===== src/rtl/frame_stream_arbiter_pkg.sv =====
// ----------------------------------------------------------------------------
// frame_stream_arbiter_pkg
// Shared definitions for the frame-aware video stream blocks (arbiter,
// line buffer, Sobel filter).
//   - arb_state_t : arbiter state encoding (IDLE / GRANT0 / GRANT1)
//   - DATA_W_DEFAULT, LINES_DEFAULT, LCNT_W_DEFAULT : default stream geometry
// ----------------------------------------------------------------------------
package frame_stream_arbiter_pkg;

    localparam int DATA_W_DEFAULT = 24;
    localparam int LINES_DEFAULT  = 480;
    localparam int LCNT_W_DEFAULT = 12;

    typedef enum logic [1:0] {
        IDLE   = 2'd0,
        GRANT0 = 2'd1,
        GRANT1 = 2'd2
    } arb_state_t;

endpackage


===== src/rtl/frame_stream_arbiter_line_counter.sv =====
// ----------------------------------------------------------------------------
// frame_line_counter
// Counts tlast beats of the frame currently flowing through a stream port and
// flags frame structure events.
//   aclk, aresetn : clock, asynchronous active-low reset
//   beat_valid    : a beat is accepted this cycle (tvalid && tready)
//   beat_tuser    : tuser of the accepted beat
//   beat_tlast    : tlast of the accepted beat
//   frame_end     : accepted beat is the final tlast of the frame (combinational)
//   sof_err       : accepted beat carries tuser in the middle of a frame
//                   (combinational)
// ----------------------------------------------------------------------------
module frame_line_counter
    import frame_stream_arbiter_pkg::*;
#(
    parameter int LINES  = LINES_DEFAULT,
    parameter int LCNT_W = LCNT_W_DEFAULT
) (
    input  logic aclk,
    input  logic aresetn,
    input  logic beat_valid,
    input  logic beat_tuser,
    input  logic beat_tlast,
    output logic frame_end,
    output logic sof_err
);

    localparam logic [LCNT_W-1:0] LAST_LINE = LCNT_W'(LINES - 1);

    logic [LCNT_W-1:0] line_cnt;
    logic              in_frame;
    logic [LCNT_W-1:0] line_base;

    // A tuser is only legal on the very first beat of a frame. A stray tuser
    // restarts the count, so the beat is evaluated against line 0; this also
    // makes a tuser+tlast beat count as the first line of the new frame.
    always_comb begin
        sof_err   = beat_valid && beat_tuser && ((line_cnt != '0) || in_frame);
        line_base = sof_err ? '0 : line_cnt;
        frame_end = beat_valid && beat_tlast && (line_base == LAST_LINE);
    end

    // in_frame remembers that some beat of the current frame has already
    // been accepted, which catches a repeated tuser within line 0.
    always_ff @(posedge aclk or negedge aresetn) begin
        if (!aresetn) begin
            line_cnt <= '0;
            in_frame <= 1'b0;
        end else if (frame_end) begin
            line_cnt <= '0;
            in_frame <= 1'b0;
        end else if (beat_valid) begin
            line_cnt <= beat_tlast ? line_base + 1'b1 : line_base;
            in_frame <= 1'b1;
        end
    end

endmodule


===== src/rtl/frame_stream_arbiter.sv =====
// ----------------------------------------------------------------------------
// frame_stream_arbiter
// Shares one downstream RGB-to-grey converter between two AXI4-Stream video
// sources, switching only at frame boundaries (round-robin).
//   aclk, aresetn   : clock, asynchronous active-low reset
//   enable          : 1 = new grants allowed; 0 = finish frame, then idle
//   s0_axis_*       : source 0 stream (tvalid/tready/tuser/tlast/tdata)
//   s1_axis_*       : source 1 stream
//   m_axis_*        : stream towards the converter
//   active_src      : source of the current or last granted frame
//   busy            : a frame is granted
//   frame_done      : one-cycle pulse after the final tlast of a frame
//   sync_err        : one-cycle pulse on mid-frame tuser or flushed beat
// ----------------------------------------------------------------------------
module frame_stream_arbiter
    import frame_stream_arbiter_pkg::*;
#(
    parameter int DATA_W = DATA_W_DEFAULT,
    parameter int LINES  = LINES_DEFAULT,
    parameter int LCNT_W = LCNT_W_DEFAULT
) (
    input  logic              aclk,
    input  logic              aresetn,
    input  logic              enable,
    input  logic              s0_axis_tvalid,
    output logic              s0_axis_tready,
    input  logic              s0_axis_tuser,
    input  logic              s0_axis_tlast,
    input  logic [DATA_W-1:0] s0_axis_tdata,
    input  logic              s1_axis_tvalid,
    output logic              s1_axis_tready,
    input  logic              s1_axis_tuser,
    input  logic              s1_axis_tlast,
    input  logic [DATA_W-1:0] s1_axis_tdata,
    output logic              m_axis_tvalid,
    input  logic              m_axis_tready,
    output logic              m_axis_tuser,
    output logic              m_axis_tlast,
    output logic [DATA_W-1:0] m_axis_tdata,
    output logic              active_src,
    output logic              busy,
    output logic              frame_done,
    output logic              sync_err
);

    arb_state_t state;
    logic       last_grant;
    logic       req0, req1;
    logic       flush0, flush1;
    logic       grant_pick;
    logic       beat_acc;
    logic       frame_end;
    logic       sof_err;

    // Requests are start-of-frame beats. Anything else waiting while idle is
    // the tail of a frame we never saw the start of, so it is drained. The
    // reset term keeps every tready low while reset is held.
    always_comb begin
        req0       = s0_axis_tvalid && s0_axis_tuser;
        req1       = s1_axis_tvalid && s1_axis_tuser;
        flush0     = aresetn && (state == IDLE) && s0_axis_tvalid && !s0_axis_tuser;
        flush1     = aresetn && (state == IDLE) && s1_axis_tvalid && !s1_axis_tuser;
        grant_pick = (req0 && req1) ? ~last_grant : req1;
        busy       = (state != IDLE);
        beat_acc   = m_axis_tvalid && m_axis_tready;
    end

    // Zero-latency datapath mux; the losing source is back-pressured.
    always_comb begin
        m_axis_tvalid  = 1'b0;
        m_axis_tuser   = 1'b0;
        m_axis_tlast   = 1'b0;
        m_axis_tdata   = '0;
        s0_axis_tready = 1'b0;
        s1_axis_tready = 1'b0;
        case (state)
            GRANT0: begin
                m_axis_tvalid  = s0_axis_tvalid;
                m_axis_tuser   = s0_axis_tuser;
                m_axis_tlast   = s0_axis_tlast;
                m_axis_tdata   = s0_axis_tdata;
                s0_axis_tready = m_axis_tready;
            end
            GRANT1: begin
                m_axis_tvalid  = s1_axis_tvalid;
                m_axis_tuser   = s1_axis_tuser;
                m_axis_tlast   = s1_axis_tlast;
                m_axis_tdata   = s1_axis_tdata;
                s1_axis_tready = m_axis_tready;
            end
            default: begin
                s0_axis_tready = flush0;
                s1_axis_tready = flush1;
            end
        endcase
    end

    frame_line_counter #(
        .LINES  (LINES),
        .LCNT_W (LCNT_W)
    ) u_line_counter (
        .aclk       (aclk),
        .aresetn    (aresetn),
        .beat_valid (beat_acc),
        .beat_tuser (m_axis_tuser),
        .beat_tlast (m_axis_tlast),
        .frame_end  (frame_end),
        .sof_err    (sof_err)
    );

    // Grant FSM: the decision cycle transfers nothing; the grant is held
    // until the frame's final line, regardless of enable.
    always_ff @(posedge aclk or negedge aresetn) begin
        if (!aresetn) begin
            state      <= IDLE;
            last_grant <= 1'b1;
            active_src <= 1'b0;
            frame_done <= 1'b0;
            sync_err   <= 1'b0;
        end else begin
            frame_done <= frame_end;
            sync_err   <= sof_err || flush0 || flush1;
            case (state)
                IDLE: begin
                    if (enable && (req0 || req1)) begin
                        state      <= grant_pick ? GRANT1 : GRANT0;
                        last_grant <= grant_pick;
                        active_src <= grant_pick;
                    end
                end
                GRANT0, GRANT1: begin
                    if (frame_end) begin
                        state <= IDLE;
                    end
                end
                default: state <= IDLE;
            endcase
        end
    end

endmodule

===== config.mk =====
export PLATFORM = sky130hd
export DESIGN_NAME = frame_stream_arbiter
export DESIGN_NICKNAME = d
export VERILOG_FILES = /design/src/rtl/frame_stream_arbiter_pkg.sv /design/src/rtl/frame_stream_arbiter_line_counter.sv /design/src/rtl/frame_stream_arbiter.sv
export SDC_FILE = /design/constraint.sdc
export NUM_CORES = 1
export LEC_CHECK = 0
export CORE_MARGIN = 4
export CORE_UTILIZATION = 41
export CTS_CLUSTER_DIAMETER = 40
export DETAILED_ROUTE_END_ITERATION = 16
export PLACE_DENSITY = 0.86
export SYNTH_ARGS = -nofsm -noshare
export SYNTH_HDL_FRONTEND = slang
export SYNTH_SLANG_ARGS = --single-unit
export TNS_END_PERCENT = 30

===== constraint.sdc =====
create_clock -name aclk -period 4.35 [get_ports aclk]
set_input_delay 0.87 -clock aclk [delete_from_list [all_inputs] [get_ports aclk]]
set_output_delay 0.87 -clock aclk [all_outputs]
set_load 0.02 [all_outputs]

Word-level counts from Yosys, hierarchy flattened
Index checks and enable logic that the tools add are counted.
{"block": "classes", "addsub": 1, "n_eq_ne": 5, "mux": 17, "bitwise_logic": 1, "n_reduce_logical": 27}
{"cell": "$mux 12", "count": 4}
{"cell": "$pmux 24 s2", "count": 1}
{"cell": "$logic_and 1x1->1", "count": 14}
{"cell": "$add 12x1->12 const B", "count": 1}
{"cell": "$eq 12x9->1 const B", "count": 1}
{"cell": "$reduce_bool 12->1", "count": 1}
{"cell": "$pmux 1 s2", "count": 5}
{"cell": "$mux 2", "count": 3}
{"cell": "$logic_or 1x1->1", "count": 4}
{"cell": "$pmux 2 s2", "count": 1}
{"cell": "$reduce_and 2->1", "count": 2}
{"cell": "$reduce_bool 2->1", "count": 2}
{"cell": "$mux 1", "count": 3}
{"cell": "$eq 2x1->1 const B", "count": 1}
{"cell": "$eq 2x2->1 const B", "count": 1}
{"cell": "$logic_not 1->1", "count": 2}
{"cell": "$logic_not 2->1", "count": 1}
{"cell": "$ne 2x1->1 const B", "count": 1}
{"cell": "$ne 2x2->1 const B", "count": 1}
{"cell": "$reduce_or 2->1", "count": 1}
{"cell": "$not 1->1", "count": 1}
{"block": "word_totals", "register_bits": 19, "input_bits": 58}

Longest topological paths before layout
{"block": "logic_depth", "depth_word": 10, "depth_mapped": 13, "ltp_nobuf": 11}

By module
Synthesis repeated with hierarchy kept, for this count alone.
{"block": "unflattened", "cells_unflattened": 176, "hier_area_um2": 1541.5}
{"mod": "frame_line_counter", "instances": 1, "cells_per_inst": 101, "area_per_inst_um2": 850.8}
{"mod": "frame_stream_arbiter", "instances": 1, "cells_per_inst": 75, "area_per_inst_um2": 690.7}

Least setup slack after synthesis
Ideal clock, no wire load.
{"block": "synth_path", "kind": "input to register", "from": "input port s1_axis_tuser", "to": "register u_line_counter.line_cnt[8]", "arrival_ps": 2800, "required_time_ps": 4229, "slack_ps": 1429, "cell_stages": 9, "path_buffers": 0, "cell_sequence": "a22oi_1 > a41oi_1 > a21oi_1 > ha_1 > nand4_1 > nor3_1 > and3_1 > mux2_2 > a22o_1"}
{"block": "synth_between", "elab_chain_len": 8}
{"element": "start: declaration", "line": "frame_stream_arbiter.sv:32", "source": "input logic s1_axis_tuser,"}
{"element": "$pmux 1 s2 (*)", "line": "frame_stream_arbiter.sv:76", "source": "case (state)"}
{"element": "$logic_and 1x1->1 (*) (2 in series)", "line": "frame_stream_arbiter_line_counter.sv:38", "source": "sof_err = beat_valid && beat_tuser && ((line_cnt != '0) || in_frame);"}
{"element": "$mux 12 (*)", "line": "frame_stream_arbiter_line_counter.sv:39", "source": "line_base = sof_err ? '0 : line_cnt;"}
{"element": "$add 12x1->12", "line": "frame_stream_arbiter_line_counter.sv:53", "source": "line_cnt <= beat_tlast ? line_base + 1'b1 : line_base;"}
{"element": "$mux 12", "line": "frame_stream_arbiter_line_counter.sv:53"}
{"element": "$mux 12", "line": "frame_stream_arbiter_line_counter.sv:52", "source": "end else if (beat_valid) begin"}
{"element": "$mux 12", "line": "frame_stream_arbiter_line_counter.sv:49", "source": "end else if (frame_end) begin"}
{"element": "end signal: assignment", "line": "frame_stream_arbiter_line_counter.sv:53"}
{"element": "end: declaration", "line": "frame_stream_arbiter_line_counter.sv:30", "source": "logic [LCNT_W-1:0] line_cnt;"}
Mark *: on every way between the ends. The rest lies on a longest branch, timed or not. The select of a mux whose other input is x is not followed.
A chain may end at the register's enable or synchronous reset.

Final worst setup path
{"block": "layout_path", "from": "register state[0]", "to": "output port m_axis_tlast"}
{"block": "layout_between", "elab_chain_len": 2}
{"element": "start: declaration", "line": "frame_stream_arbiter.sv:46", "source": "arb_state_t state;"}
{"element": "start signal: assignment", "line": "frame_stream_arbiter.sv:126", "source": "state <= grant_pick ? GRANT1 : GRANT0;"}
{"element": "$eq 2x2->1 / $eq 2x1->1 (equally long branches)", "line": "frame_stream_arbiter.sv:76"}
{"element": "$pmux 1 s2 (*)", "line": "frame_stream_arbiter.sv:76"}
{"element": "end: declaration", "line": "frame_stream_arbiter.sv:38", "source": "output logic m_axis_tlast,"}
Mark *: on every way between the ends. The rest lies on a longest branch, timed or not.

==> metrics.yaml <==
sta:
  report.final.hold_viol_count: 0
  fin_hold_ws_ps: 469
  maxClockFrequency_ghz: 0.284
  setup-tns-final_ps: 0
  maxSlewViolCount: 0
  min_period_ps: 3520
  finalClockSkew_ps: 6.22
  actual_slew_at_the_worst_max_slew_pin_ps: 678
  finalCritPeriodShare_pct: 80.9
  maxSlewHeadroom_pct: 54.2
  grt_setup_unrepaired: "false"
  finalSetupViolCount: 0
critical_path:
  path_buf_inv: 4
  critical_path_maximum_fanout: 16
  crit_path_end_kind: "output pin"
  worst_path_max_delay_cell: "sky130_fd_sc_hd__clkdlybuf4s50_1"
  cpMostUsedCell: "sky130_fd_sc_hd__inv_1"
  cell_chain_critical_path: "inv_1 -> ha_1 -> buf_4 -> a22o_1 -> nand2_1 -> inv_1 -> clkdlybuf4s50_1"
  cp_top_family: "buffers and inverters"
  critical_path_required_ps: 3480
  critical_path_class: "reg2out"
  slowest_delay_ps: 610
  setup.worst_path.start_class: "flip-flop"
  timing.critical_path.arrival_ps: 2650
power:
  totalPowerFinal_mw: 1.18
  power.share.sequential_pct: 22.1
  worst_ir_drop_vdd_v: 0.000337
  net-switching-power_mw: 0.564
  clock_power_share_pct: 10.6
  int_power_mw: 0.616
  total_power_per_unit_cell_area_nw_per_um2: 469
  p_sw_share_pct: 47.8
  combPwrFrac_pct: 67.3
  static_power_due_to_leakage_nw: 1.01
synth:
  syn-mean-instance-area_um2: 7.45
  synth-edff-count: 0
  postSynth.asyncResetShare_pct: 100
  synth_fp_nets: 271
  dominantRegCellSynth: "sky130_fd_sc_hd__dfrtp_1"
  synth_seq_cells: 19
  post_synth_main_area_contributors: "sky130_fd_sc_hd__dfrtp_1 29%, sky130_fd_sc_hd__a22oi_1 13%, sky130_fd_sc_hd__nor2_1 8.0%"
  synth.yosys.warnings: 0
  yosysSeqAreaShare_pct: 30.6
  yosys.area.top_type_share_pct: 28.9
  postSynthCellCount: 209
  yosys.area.top_type: "sky130_fd_sc_hd__dfrtp_1"
  syn-cell-area_um2: 1560
  synth.lib_cells_used.distinct: 34
clock_network:
  cts_hold_repair.buffers: 0
  count_of_buffers_added_by_post_cts_timing_repair_for_setup: 0
  htree_num_levels: 1
  cts_tree: "built"
  tritoncts_sink_count: 19
  ctsResizeCount: 0
  clk_latency_ps: 260
  clk_pin_slew_ps: 70
  cts-root-to-sink-buffers: 2
  numCtsBuffers: 3
  cts_root_buf: "sky130_fd_sc_hd__clkbuf_8"
routing:
  ant_nets: 0
  dr.first_iter.drc_count: 152
  routed_wirelength_um: 5610
  remaining_drc_errors: 0
  post_drt_wl_per_cell_um: 16.4
  routed-via-count: 1915
  vias_per_cell: 5.60
  drt-pass1-iter-count: 4
floorplan:
  rows: 22
  ios: 91
  core-area_um2: 3660
  start_util_pct: 42.5
  die-area_um2: 4850
  die-width_um: 69.6
  die-height_um: 69.6
cells_and_area:
  nFillCells: 312
  final-seq-area_um2: 477
  multi_input_area_um2: 963
  post_route_cells_drive_above_1_share_pct: 5.10
  layout-area-overhead-vs-synth_pct: 61.8
  postLayoutCoreUtil_pct: 68.8
  antenna_cells: 0
  final_common_cell: "sky130_fd_sc_hd__clkdlybuf4s50_1"
  design.final.nets: 357
  final_cell_mix: "90 x sky130_fd_sc_hd__clkdlybuf4s50_1, 33 x sky130_fd_sc_hd__nor2_1, 27 x sky130_fd_sc_hd__a22oi_1, 26 x sky130_fd_sc_hd__nand2_1, 18 x sky130_fd_sc_hd__dfrtp_1"
global_routing:
  number_of_global_route_vias_before_repair: 1779
  initial_antenna_violation_count: 0
  grt_max_degree: 29
  grt_first_pass_wirelength_um: 8830
  grt_usage_pct: 22.6
  grt_overflow_total: 0
placement:
  routabilityCongestion: 0.941
  buffer_ports.inserted: 90
  detailed_place_hpwl_um: 4380
job:
  drv_cap: 0
min_path:
  worst_hold_check_path_type: "reg2reg"
run_status:
  run_status: "complete, no violations"
## worst paths after layout
path	startpoint	endpoint	slack, ps	cells after the start
max	state[0]$_DFFE_PN0P_	m_axis_tlast	830	7
min	last_grant$_DFFE_PN1P_	last_grant$_DFFE_PN1P_	470	2
max reg2reg	state[0]$_DFFE_PN0P_	u_line_counter.line_cnt[6]$_DFFE_PN0P_	940	12
min reg2reg	last_grant$_DFFE_PN1P_	last_grant$_DFFE_PN1P_	470	2
max in group asynchronous	aresetn	last_grant$_DFFE_PN1P_	3040	2
min in group asynchronous	aresetn	u_line_counter.line_cnt[5]$_DFFE_PN0P_	1050	2
## synthesized netlist by cell type (all sizes together), types with 3 or more instances
| cell type | number |
|---|---|
| nor2 | 33 |
| a22oi | 27 |
| nand2 | 26 |
| dfrtp | 18 |
| nand3 | 13 |
| buf | 11 |
| inv | 11 |
| a21oi | 8 |
| nor4 | 7 |
| o21ai | 7 |
| and3 | 5 |
| nand4 | 5 |
| nor3 | 5 |
| ha | 4 |
| o21a | 4 |
| o22ai | 3 |
| o2bb2ai | 3 |
## worst min-delay path: cells and delay by family, from the launching register on
kind | cells | cell delay (ps)
flops | 1 | 380
simple gates | 2 | 100
## per-stage QoR
| step | instances | area, um^2 | setup slack (ps) |
|---|---|---|---|
| after floorplan | 209 | 1560 | 1430 |
| after global placement | 338 | 2470 | 732 |
| after detailed placement | 338 | 2470 | 647 |
| after CTS | 342 | 2520 | 807 |
| after global routing | 342 | 2520 | 626 |
| final | 342 | 2520 | 829 |
## flip-flops by register name (all words and copies together), names as in the netlist
name,cells
sync_err,1
frame_done,1
active_src,1
last_grant,1
state,2
u_line_counter.in_frame,1
u_line_counter.line_cnt,12
## power by group through the flow
stage / sequential [mW] / combinational (mW) / clock, mW
final: 0.261 / 0.794 / 0.125
after CTS: 0.260 / 0.797 / 0.128
after floorplan: 0.258 / 0.506 / 0
after global routing: 0.266 / 0.863 / 0.137
after detailed placement: 0.262 / 0.794 / 0
after global placement: 0.262 / 0.784 / 0
## cell families after synthesis
kind of cell | after synthesis | synth area share (%)
AO/OA/AOI/OAI | 62 | 27.7
multiplexers | 1 | 0.723
buffers and inverters | 24 | 7.48
flip-flops | 19 | 30.6
adder cells (fa/ha/maj) | 4 | 3.22
AND/OR/NAND/NOR | 99 | 30.2
## per-layer routing
metal	global-route usage [%]	vias to the layer above	wire length, um
met1	27.2	908	2260
li1	-	938	-
met4	6.38	0	97
met5	0	-	0
met3	3.77	11	268
met2	41.1	58	2980
## area by class of cell
| cell class | instances | area share, % |
|---|---|---|
| Multi-Input combinational cell | 166 | 38.3 |
| Timing Repair Buffer | 94 | 37.0 |
| Sequential cell | 19 | 18.9 |
| Tap cell | 48 | 2.38 |
| Clock buffer | 3 | 1.64 |
| Inverter | 11 | 1.64 |
| Clock inverter | 1 | 0.199 |
(Power assumes the default switching activity.)
